**src/rtl/score_submitter.sv**
```systemverilog
// score_submitter: latches a clamped end-of-game score and player, issues a
// one-cycle submit command to the score tracker, waits a fixed response time,
// captures the tracker's winner flags and shows the result (blinking LED when
// a winner flag is set) until the user acknowledges it.
// All outputs come straight from flops; next-state logic below computes the
// value each output flop takes on the coming edge.

module score_submitter #(
    parameter logic [3:0] SUBMIT_CODE = 4'd5,
    parameter int         RESP_WAIT   = 12,
    parameter int         BLINK_HALF  = 4
) (
    input  logic        clk,
    input  logic        rst,
    input  logic        game_over,
    input  logic [13:0] final_score,
    input  logic [1:0]  player_id,
    input  logic        ack_clear,
    input  logic        personal_winner,
    input  logic        global_winner,
    output logic [13:0] score_out,
    output logic [1:0]  player_out,
    output logic [3:0]  score_req,
    output logic        busy,
    output logic        result_valid,
    output logic        new_personal,
    output logic        new_global,
    output logic        blink_led,
    output logic        invalid_id
);

    localparam int WCW = ($clog2(RESP_WAIT + 1) < 1) ? 1 : $clog2(RESP_WAIT + 1);
    localparam int BCW = ($clog2(BLINK_HALF + 1) < 1) ? 1 : $clog2(BLINK_HALF + 1);

    // The submit command becomes visible in the first WAIT cycle; RESP_WAIT
    // more WAIT cycles follow it before CAPTURE samples the winner flags.
    localparam logic [WCW-1:0] WAIT_LAST  = WCW'(RESP_WAIT);
    localparam logic [BCW-1:0] BLINK_LAST = BCW'(BLINK_HALF - 1);
    localparam logic [13:0]    SCORE_MAX  = 14'd9999;

    typedef enum logic [2:0] {
        ST_IDLE    = 3'd0,
        ST_SETUP   = 3'd1,
        ST_REQ     = 3'd2,
        ST_WAIT    = 3'd3,
        ST_CAPTURE = 3'd4,
        ST_SHOW    = 3'd5
    } state_t;

    state_t         state_q,   state_d;
    logic [WCW-1:0] wcnt_q,    wcnt_d;
    logic [BCW-1:0] bcnt_q,    bcnt_d;
    logic [13:0]    score_q,   score_d;
    logic [1:0]     player_q,  player_d;
    logic [3:0]     req_q,     req_d;
    logic           busy_q,    busy_d;
    logic           result_q,  result_d;
    logic           np_q,      np_d;
    logic           ng_q,      ng_d;
    logic           blink_q,   blink_d;
    logic           invalid_q, invalid_d;

    // Saturate scores above the four-digit display range.
    function automatic logic [13:0] clamp_score(input logic [13:0] raw);
        logic [13:0] res;
        if (raw > SCORE_MAX) begin
            res = SCORE_MAX;
        end else begin
            res = raw;
        end
        return res;
    endfunction

    // Next-state and next-output computation for the submit sequence.
    always_comb begin
        state_d   = state_q;
        wcnt_d    = wcnt_q;
        bcnt_d    = bcnt_q;
        score_d   = score_q;
        player_d  = player_q;
        req_d     = 4'd0;
        invalid_d = 1'b0;
        result_d  = result_q;
        np_d      = np_q;
        ng_d      = ng_q;
        blink_d   = blink_q;

        case (state_q)
            ST_IDLE: begin
                if (game_over) begin
                    if (player_id != 2'b00) begin
                        score_d  = clamp_score(final_score);
                        player_d = player_id;
                        state_d  = ST_SETUP;
                    end else begin
                        invalid_d = 1'b1;
                    end
                end else begin
                    state_d = ST_IDLE;
                end
            end
            ST_SETUP: begin
                state_d = ST_REQ;
            end
            ST_REQ: begin
                req_d   = SUBMIT_CODE;
                wcnt_d  = '0;
                state_d = ST_WAIT;
            end
            ST_WAIT: begin
                if (wcnt_q == WAIT_LAST) begin
                    state_d = ST_CAPTURE;
                end else begin
                    wcnt_d = wcnt_q + WCW'(1);
                end
            end
            ST_CAPTURE: begin
                np_d     = personal_winner;
                ng_d     = global_winner;
                result_d = 1'b1;
                blink_d  = personal_winner | global_winner;
                bcnt_d   = '0;
                state_d  = ST_SHOW;
            end
            ST_SHOW: begin
                if (ack_clear) begin
                    result_d = 1'b0;
                    np_d     = 1'b0;
                    ng_d     = 1'b0;
                    blink_d  = 1'b0;
                    bcnt_d   = '0;
                    state_d  = ST_IDLE;
                end else if (np_q | ng_q) begin
                    if (bcnt_q == BLINK_LAST) begin
                        blink_d = ~blink_q;
                        bcnt_d  = '0;
                    end else begin
                        bcnt_d = bcnt_q + BCW'(1);
                    end
                end else begin
                    blink_d = 1'b0;
                end
            end
            default: begin
                result_d = 1'b0;
                np_d     = 1'b0;
                ng_d     = 1'b0;
                blink_d  = 1'b0;
                state_d  = ST_IDLE;
            end
        endcase

        busy_d = (state_d != ST_IDLE);
    end

    // State, counters and every output flop; reset aborts any sequence at once.
    always_ff @(posedge clk or negedge rst) begin
        if (!rst) begin
            state_q   <= ST_IDLE;
            wcnt_q    <= '0;
            bcnt_q    <= '0;
            score_q   <= 14'd0;
            player_q  <= 2'b00;
            req_q     <= 4'd0;
            busy_q    <= 1'b0;
            result_q  <= 1'b0;
            np_q      <= 1'b0;
            ng_q      <= 1'b0;
            blink_q   <= 1'b0;
            invalid_q <= 1'b0;
        end else begin
            state_q   <= state_d;
            wcnt_q    <= wcnt_d;
            bcnt_q    <= bcnt_d;
            score_q   <= score_d;
            player_q  <= player_d;
            req_q     <= req_d;
            busy_q    <= busy_d;
            result_q  <= result_d;
            np_q      <= np_d;
            ng_q      <= ng_d;
            blink_q   <= blink_d;
            invalid_q <= invalid_d;
        end
    end

    assign score_out    = score_q;
    assign player_out   = player_q;
    assign score_req    = req_q;
    assign busy         = busy_q;
    assign result_valid = result_q;
    assign new_personal = np_q;
    assign new_global   = ng_q;
    assign blink_led    = blink_q;
    assign invalid_id   = invalid_q;

endmodule

```
**config.mk**
```make
export PLATFORM = sky130hd
export DESIGN_NAME = score_submitter
export DESIGN_NICKNAME = d
export VERILOG_FILES = /design/src/rtl/score_submitter.sv
export SDC_FILE = /design/constraint.sdc
export NUM_CORES = 1
export LEC_CHECK = 0
export CAP_MARGIN = 20
export CORE_AREA = 2 2 52 103
export CTS_CLUSTER_SIZE = 30
export DETAILED_ROUTE_END_ITERATION = 8
export DIE_AREA = 0 0 54 105
export GPL_TIMING_DRIVEN = 0
export PLACE_DENSITY = 0.57
export REMOVE_ABC_BUFFERS = 1
export SETUP_SLACK_MARGIN = 0.15
export SLEW_MARGIN = 10
export SYNTH_ARGS = -nofsm -noshare
export SYNTH_HDL_FRONTEND = slang
export SYNTH_SLANG_ARGS = --single-unit
```
**constraint.sdc**
```tcl
create_clock -name clk -period 3 [get_ports clk]
set_input_delay 0.3 -clock clk [delete_from_list [all_inputs] [get_ports clk]]
set_output_delay 0.3 -clock clk [all_outputs]
set_load 0.005 [all_outputs]
```
### After elaboration in Yosys (flattened, before gate mapping)

Cells that the tools add are included.

* output and inout port bits: 26
* bits in read-only memories: 0
* memories kept: 0
* memory bits (writable): 0
* register bits: 36
* input bits: 22
* bits in latches: 0

* $mul: 0
* shift operators: 0
* mux-type cells: 24
* bitwise gates (word level): 4
* reductions and logical operators: 11
* $add $sub $neg: 2
* eq/ne operators: 11
* divide/modulo/power cells: 0
* $lt $le $gt $ge: 1

Operator list (number)
* $mux W3: 8
* $pmux W3 S6: 1
* $gt A14 B14 Y1 const B: 1
* $mux W14: 1
* $pmux W1 S3: 4
* $eq A3 B2 Y1 const B: 3
* $pmux W4 S2: 1
* $reduce_and A2 Y1: 4
* $mux W1: 7
* $eq A3 B3 Y1 const B: 2
* $pmux W3 S2: 1
* $reduce_bool A2 Y1: 3
* $add A4 B1 Y4 const B: 1
* $eq A4 B4 Y1 const B: 1
* $mux W4: 1
* $ne A2 B2 Y1 const B: 2
* $ne A4 B4 Y1 const B: 1
* $reduce_or A4 Y1: 1
* $add A3 B1 Y3 const B: 1
* $eq A3 B1 Y1 const B: 1
* $logic_not A3 Y1: 1
* $ne A3 B3 Y1 const B: 1
* $reduce_and A3 Y1: 1
* $reduce_bool A3 Y1: 1
* 2 further kinds: 4

### Depth between registers and ports, before layout

Gate-level depths: netlist (run 1).

* depth in word-level cells: 5
* depth in mapped cells: 5
* mapped depth without buffers: 5

### Worst setup path after synthesis (run 1)

OpenSTA, ideal clock, no wires.

* kind: register to register
* start: register state_q[2]
* end: register score_q[13], in the netlist score_out[13]
* slack: 1.465 ns
* path buffers: 1
* setup time: 0.125 ns
* data arrival time: 1.410 ns
* cell stages (with the launch flop): 5
* required time: 2.875 ns
* path through: dfrtp_1 -> buf_2 -> nor4b_4 -> nand2_4 -> mux2_4

* longest elaborated chain between the ends: 2

RTL lines
* start: declaration: RTL line 50 `state_t state_q, state_d;`
* start signal: assignment: RTL line 172 `state_q <= state_d;`
* $logic_not A3 Y1: RTL line 88 `case (state_q)`
* $reduce_and A3 Y1 (no source line)
* end signal: assignment: RTL line 175 `score_q <= score_d;`
* end: declaration: RTL line 53 `logic [13:0] score_q, score_d;`

No other way between the ends.
A chain may end at the register's enable or synchronous reset.

### Worst setup path after layout (run 1)

* start: register state_q[0]
* end: register score_q[13], in the netlist score_out[13]

Same word-level chain as after synthesis.

==> metrics.sh, run 1 <==
POWER_PER_CELL_AREA_mW_PER_MM2=758
HPWL_DP_UM=3000
GRT_ANTENNA_BEFORE_REPAIR=0
DRT-MET1-WL_UM=1470
SETUP.WORST_PATH.START_CLASS='flip-flop'
TOP_LEVEL_I_O_COUNT=48
TOTALWIRELENGTH_UM=3970
NETLIST_AREA_BEFORE_PLACEMENT_MM2=0.00165
DETAIL_ROUTE.FIRST_PASS.ITERATIONS=4
CRITPATHMAXFANOUT=17
SYNTH-SEQ-CELLS=33
VIAS_PER_CELL=5.29
SYNTHESIS.AREA_PER_INSTANCE_UM2=10.7
CTS_MADE_BUFFERS=5
FINAL-SEQ-AREA_UM2=826
TRITONCTS='built'
SETUP.WORST_PATH.CLASS='reg -> reg'
DRT_DRC_VIOLATIONS_LEFT=0
SYN-INSTANCE-COUNT=154
REPORT.FINAL.SLEW_VIOL_COUNT=0
FINISH.CELL_COUNT_WITHOUT_FILLERS=255
FIRST_GLOBAL_VIAS=1421
GRT_USE_TOTAL_PCT=15.8
TOP_SIGNAL_LAYER_USED='met4'
ACTUAL_TRANSITION_AT_THE_WORST_MAX_TRANSITION_PIN_NS=0.747
DETAIL_ROUTE.WL_PER_CELL_UM=15.6
FIRST_ITER_VIOLATIONS=20
CAP_VIOL_MAX_COUNT=0
CRIT_PATH_CELL_TRACE='nor4b_4, nand2_4, mux2_4'
DESIGN.DIE.AREA_MM2=0.00567
CRITICAL-PATH-MAX-STAGE-DELAY_NS=0.69
CLOCK_TREE.ROOT_CELL='sky130_fd_sc_hd__clkbuf_8'
GRT_FIRST_PASS_WIRELENGTH_UM=6680
MAXIMUM_NUMBER_OF_PINS_ON_ONE_NET_BEFORE_GLOBAL_ROUTE_REPAIR=34
CTS.REPAIR.RESIZED=0
PLACED_CELLS_INCL_TAPS=248
UNREPAIRED_SETUP_ENDPOINTS_AFTER_GLOBAL_ROUTING='no'
RUN_STATUS='finished clean'
MULTI_INPUT_AREA_UM2=718
POSTSYNTH.TOPFLOPCELL='sky130_fd_sc_hd__dfrtp_1'
DIE_H_UM=105
NUMBER_OF_BUFFERS_INSERTED_BY_PORT_BUFFERING=45
CTSLONGESTPATHBUFFERS=2
REG2REG_DEPTH=3
IR_WORST_VDD_mV=0.416
TIMING.FINAL.CRIT_SHARE_PCT=62.9
SYNTH.YOSYS.WARNINGS=0
SHARE_OF_LAYOUT_CELLS_ABOVE_DRIVE_STRENGTH_1_PCT=7.07
AREA_GROWTH_SYN_TO_LAYOUT_PCT=33.0
MET2WIRELENGTH_UM=2290
POWER.LEAKAGE_nW=0.930
FINAL_NET_COUNT=223
WORSTSKEWPAIRLATENCY_NS=0.28
SLEW_HEADROOM_PCT=50.2
TOTALNEGATIVESETUPSLACK_NS=0
FLOORPLAN.ROWS=36
CTS_MAX_LEVEL=2
CLOCK-SKEW-FINAL_NS=0.00589
CP.REQUIRED_NS=3.16
NETLIST-CELL-TYPE-COUNT=45
GLOBALROUTEOVERFLOWTOTAL=0
ANTENNA_CELLS=0
NFILLCELLS=498
SYNTH_SEQUENTIAL_AREA_RATIO_PCT=50.1
ASYNC_RESET_FF_SHARE_PCT=100
PLACE_CONGESTION=0.785
PATH_CATEGORY_OF_THE_WORST_MIN_DELAY_CHECK='in -> async'
HORIZONTAL_DIE_DIMENSION_UM=54
HOLD_VIOLATIONS=0
WORST-ENDPOINT-ARRIVAL_NS=2.05
CLK_PIN_SLEW_WORST_PATHS_NS=0.07
SETUP_VIOLATION_TOTAL_IN_THE_FINAL_TIMING_REPORT=0
REG2REG_SLACK_NS=1.11
FINAL.MIN_CLOCK_PERIOD_NS=1.89
INITIAL_CORE_UTIL_PCT=33.9
CRIT_PATH_TOP_DELAY_CELL='sky130_fd_sc_hd__nor4b_4'
CTS_HOLD_BUF=0
END_KIND='flip-flop'
WL_MET3_UM=140
CLOCK_SINK_COUNT=33
COREAREA_MM2=0.00486
CTS_SETUP_BUFFERS=0
SYNTH_ENABLE_FLOP_CELLS=0
CLOCK.FMAX_MHz=530
ROUTED-VIA-COUNT=1349
DETAIL-ROUTE-ANTENNA-NETS=0
worst max-delay path: cells and delay by family (launching register included):
| kind | cells | cell delay [ns] |
|---|---|---|
| flip-flops | 1 | 0.57 |
| multiplexers | 1 | 0.34 |
| AND/OR/NAND/NOR | 2 | 0.87 |
Yosys cell counts (all sizes together) (2+ instances only):
cell type  number  area (um^2)
dfrtp          33          826
inv            12         45.0
nand2           8         37.5
a21oi           7         35.0
buf             7         55.1
nand3           7         35.0
o21ai           7         35.0
o2bb2ai         7         61.3
a31oi           6         37.5
nor2            5         35.0
nor2b           5         31.3
a2bb2oi         4         35.0
nand2b          4         25.0
nor3            4         20.0
ha              3         37.5
o21a            3         22.5
a211o           2         17.5
a22oi           2         15.0
clkbuf          2         7.51
nand4           2         12.5
nor4b           2         32.5
o211ai          2         15.0
o22ai           2         12.5
or2             2         12.5
state kept, by name (all words and copies together) (netlist names):
| name | flops |
|---|---|
| score_req | 1 |
| new_global | 1 |
| player_out | 2 |
| wcnt_q | 4 |
| result_valid | 1 |
| new_personal | 1 |
| invalid_id | 1 |
| bcnt_q | 3 |
| state_q | 3 |
| score_out | 14 |
| blink_led | 1 |
| busy | 1 |
through the flow:
stage          area, um^2  hold WS (ns)  power, mW  utilization (%)  worst slack [ns]
6_report             2190        0.0827       1.66             45.1              1.11
2_1_floorplan        1590       0.00441      0.999                -              1.40
3_3_place_gp         2110         0.468       1.32             43.4             0.958
5_1_grt              2190         0.141       1.79             45.1             0.977
4_1_cts              2190         0.116       1.69             45.1              1.10
3_5_place_dp         2110         0.419       1.35             43.3             0.995
path summary, 6_finish.rpt:
check                           start             to
setup reg to reg           state_q[0]  score_out[13]
min in group clk            bcnt_q[2]      bcnt_q[2]
hold / removal                    rst  score_out[10]
setup / recovery           state_q[0]  score_out[13]
hold reg to reg             bcnt_q[2]      bcnt_q[2]
max in group asynchronous         rst   result_valid
routing by layer:
metal | global-route usage (%) | up-vias
met4 | 5.89 | 0
met3 | 3.14 | 4
met1 | 16.6 | 662
met2 | 28.7 | 31
li1 | - | 652
met5 | 0 | -
power by group:
group	switching, mW	internal, mW	leakage [nW]	total [mW]
Sequential	0.144	0.592	0.407	0.737
Clock	0.148	0.182	0.0443	0.330
Combinational	0.217	0.378	0.479	0.595
cells by family after synthesis:
family	Yosys count	share of synthesized area, %
mux	2	1.52
compound gates	50	21.8
buf+inv	21	6.53
simple gates	44	17.5
fa+ha+maj	3	2.28
flops	33	50.1
other cells	1	0.228
layout make-up:
type / count / share of cell area, %
clock buffer: 7 / 3.94
inverter: 12 / 2.05
multi-input combinational: 101 / 32.8
sequential: 33 / 37.7
tap: 57 / 3.25
timing repair buffer: 45 / 20.3
placed cells by master (no fill, tap or decap), types with 2 or more instances in the layout:
cell type                         synthesis  final
sky130_fd_sc_hd__o211ai_1                 2      2
sky130_fd_sc_hd__ha_1                     3      3
sky130_fd_sc_hd__clkbuf_8                 0      6
sky130_fd_sc_hd__nor3_1                   4      4
sky130_fd_sc_hd__o21a_1                   3      3
sky130_fd_sc_hd__inv_1                   12     12
sky130_fd_sc_hd__conb_1                   1      2
sky130_fd_sc_hd__clkdlybuf4s50_1          0     44
sky130_fd_sc_hd__nand3_1                  7      7
sky130_fd_sc_hd__o22ai_1                  2      2
sky130_fd_sc_hd__dfrtp_1                 33     33
sky130_fd_sc_hd__nor2b_1                  5      5
sky130_fd_sc_hd__a31oi_1                  6      6
sky130_fd_sc_hd__nand2b_1                 4      4
sky130_fd_sc_hd__or2_2                    2      2
sky130_fd_sc_hd__o21ai_0                  7      7
sky130_fd_sc_hd__a22oi_1                  2      2
sky130_fd_sc_hd__a211o_1                  2      2
sky130_fd_sc_hd__a21oi_1                  7      7
sky130_fd_sc_hd__nand4_1                  2      2
sky130_fd_sc_hd__a2bb2oi_1                4      4
sky130_fd_sc_hd__nand2_1                  7      7
sky130_fd_sc_hd__o2bb2ai_1                7      7
sky130_fd_sc_hd__nor2_1                   4      4
(Power assumes the default switching activity.)
==> run 2: changes to the inputs <==
--- a/config.mk
+++ b/config.mk
@@ -11,7 +11,7 @@
 export DETAILED_ROUTE_END_ITERATION = 8
 export DIE_AREA = 0 0 54 105
 export GPL_TIMING_DRIVEN = 0
-export PLACE_DENSITY = 0.57
+export PLACE_DENSITY = 0.59
 export REMOVE_ABC_BUFFERS = 1
 export SETUP_SLACK_MARGIN = 0.15
 export SLEW_MARGIN = 10
==> constraint.sdc (replaced) <==
create_clock -name clk -period 1.7 [get_ports clk]
set_input_delay 0.17 -clock clk [delete_from_list [all_inputs] [get_ports clk]]
set_output_delay 0.17 -clock clk [all_outputs]
set_load 0.005 [all_outputs]
==> metrics.sh, run 2 (same netlist as run 1, synthesis figures left out) <==
RUN_STATUS='finished clean'
TOP_SIGNAL_LAYER_USED='met4'
CP.REQUIRED_NS=1.90  # -1.26 ns
FIRST_GLOBAL_VIAS=1449  # +2.0%
POSTPLACECELLAREA_MM2=0.00211  # unchanged
NUMBER_OF_BUFFERS_INSERTED_BY_PORT_BUFFERING=45  # unchanged
GRT_USE_TOTAL_PCT=15.8  # +0.075 points
WORSTSKEWPAIRLATENCY_NS=0.28  # about the same
TIMING.FINAL.CRIT_SHARE_PCT=88.8  # +26 points
POWER_PER_CELL_AREA_mW_PER_MM2=1330  # +76%
CLK_PIN_SLEW_WORST_PATHS_NS=0.07  # about the same
DIE_H_UM=105  # unchanged
MET2WIRELENGTH_UM=2340  # +1.9%
DESIGN.DIE.AREA_MM2=0.00567  # unchanged
ACTUAL_TRANSITION_AT_THE_WORST_MAX_TRANSITION_PIN_NS=0.830  # +0.0839 ns
CRITPATHMAXFANOUT=7  # -10
FINISH.UTILIZATION_PCT=47.1  # +2.1 points
DRT-MET1-WL_UM=1470  # +0.14%
SETUP_VIOLATION_TOTAL_IN_THE_FINAL_TIMING_REPORT=0  # unchanged
AREA_GROWTH_SYN_TO_LAYOUT_PCT=39.2
CLOCK_SINK_COUNT=33  # unchanged
TOP_LEVEL_I_O_COUNT=48  # unchanged
SETUP.WORST_PATH.START_CLASS='flip-flop'
ROUTED-VIA-COUNT=1390  # +3.0%
CRITICAL_PATH.N_BUFFERS_INVERTERS=0  # unchanged
GRT_FIRST_PASS_WIRELENGTH_UM=6710  # +0.51%
SLEW_HEADROOM_PCT=44.4  # -5.8 points
HOLD_VIOLATIONS=0  # unchanged
FINAL.MIN_CLOCK_PERIOD_NS=1.51  # -0.379 ns
CRIT_PATH_TOP_DELAY_CELL='sky130_fd_sc_hd__or4b_4'
NFILLCELLS=458  # -8.0%
COREAREA_MM2=0.00486  # unchanged
CRIT_PATH_CELL_TRACE='or4b_4, nor2_8, a2bb2oi_1'
HPWL_DP_UM=3030  # +1.1%
LARGEST_REGISTER_FF_COUNT=14  # unchanged
DETAIL-ROUTE-ANTENNA-NETS=0  # unchanged
TRITONCTS='built'
PLACE_CONGESTION=0.777  # -1.0%
VIAS_PER_CELL=5.29  # about the same
GRT_ANTENNA_BEFORE_REPAIR=0  # unchanged
TOTALWIRELENGTH_UM=4090  # +3.1%
WORST-ENDPOINT-ARRIVAL_NS=1.71  # -0.34 ns
SHARE_OF_LAYOUT_CELLS_ABOVE_DRIVE_STRENGTH_1_PCT=14.1  # +7.0 points
CLOCK_TREE.ROOT_CELL='sky130_fd_sc_hd__clkbuf_8'
HORIZONTAL_DIE_DIMENSION_UM=54  # unchanged
FIRST_ITER_VIOLATIONS=23  # +15%
MULTI_INPUT_AREA_UM2=753  # +4.9%
IR_WORST_VDD_mV=0.590  # +42%
FINAL_NET_COUNT=230  # +3.1%
PATH_CATEGORY_OF_THE_WORST_MIN_DELAY_CHECK='in -> async'
DETAIL_ROUTE.WL_PER_CELL_UM=15.6  # about the same
CP_DELAY_BY_FAMILY_TOP='simple AND/OR/NAND/NOR gates'
DETAIL_ROUTE.FIRST_PASS.ITERATIONS=4  # unchanged
CRITICAL-PATH-MAX-STAGE-DELAY_NS=0.63  # -0.06 ns
UNREPAIRED_SETUP_ENDPOINTS_AFTER_GLOBAL_ROUTING='no'
LAYOUT_COMMON_CELLS='44 x sky130_fd_sc_hd__clkdlybuf4s50_1, 30 x sky130_fd_sc_hd__dfrtp_1, 12 x sky130_fd_sc_hd__inv_1'
CTSLONGESTPATHBUFFERS=2  # unchanged
CTS_MAX_LEVEL=2  # unchanged
WL_MET3_UM=188  # +34%
SETUP.WORST_PATH.CLASS='reg -> reg'
ANTENNA_CELLS=0  # unchanged
CLOCK.FMAX_MHz=662  # +25%
REPORT.FINAL.SLEW_VIOL_COUNT=0  # unchanged
MAXIMUM_NUMBER_OF_PINS_ON_ONE_NET_BEFORE_GLOBAL_ROUTE_REPAIR=34  # unchanged
FINAL_COMMON_CELL='sky130_fd_sc_hd__clkdlybuf4s50_1'
END_KIND='flip-flop'
GLOBALROUTEOVERFLOWTOTAL=0  # unchanged
POWER.LEAKAGE_nW=0.972  # +4.5%
FINAL-SEQ-AREA_UM2=830  # +0.45%
FLOORPLAN.ROWS=36  # unchanged
DRT_DRC_VIOLATIONS_LEFT=0  # unchanged
CLOCK-SKEW-FINAL_NS=0.00562  # -0.000275 ns
CTS_MADE_BUFFERS=5  # unchanged
INITIAL_CORE_UTIL_PCT=33.9  # unchanged
LAYOUT.CELL_AREA.NON_FILLER_MM2=0.00229  # +4.6%
CAP_VIOL_MAX_COUNT=0  # unchanged
## run 2: power by group
group	internal [mW]	switching, mW	leakage, nW
logic	0.698	0.437	0.514
registers	1.05	0.219	0.404
clock network	0.366	0.283	0.0542
## run 2: layer usage
metal  track usage, %  vias up
li1                 -      672
met1             16.5      674
met2             29.0       37
met3             3.14        7
met4             5.89        0
met5                0        -
## run 2: worst paths after layout
kind                                 endpoint            from  slack, ns  depth (start not counted)
worst max-delay path             score_out[1]      state_q[2]       0.19                          3
worst min-delay path            score_out[10]             rst       0.49                          2
worst max register to register   score_out[1]      state_q[2]       0.19                          3
worst min register to register   score_out[4]    score_out[4]       0.49                          1
max in group asynchronous          state_q[2]             rst       0.70                          2
min in group clk                 score_out[6]  final_score[6]       0.49                          3
## run 2: layout make-up
| cell class | count | share of cell area (%) |
|---|---|---|
| clock inverters | 1 | 0.218 |
| clock buffers | 7 | 4.20 |
| well taps | 57 | 3.11 |
| flip-flops and latches | 33 | 36.2 |
| multi-input cells | 102 | 32.8 |
| inverters | 12 | 1.96 |
| repair buffers | 51 | 21.5 |
## run 2: repair_timing
item                                   in CTS  in global routing
setup buffers                               5                  0
setup endpoints to repair                  21                  9
hold buffers                                1                  0
gates resized for setup                     5                  4
pin swaps                                   2                  2
endpoints found under the hold margin      33                  0
gates cloned                                1                  0
## run 2: stage by stage
step                TNS, ns  power, mW  hold slack [ns]  worst slack [ns]  std cells
detailed placement   -0.439       2.38            0.282            -0.184        248
global route              0       3.27            0.505             0.153        263
finish                    0       3.05            0.486             0.190        263
CTS                       0       3.09            0.476             0.157        263
global placement      -5.77       2.33            0.467            -0.172        248
floorplan                 0       1.76           -0.126             0.100        146
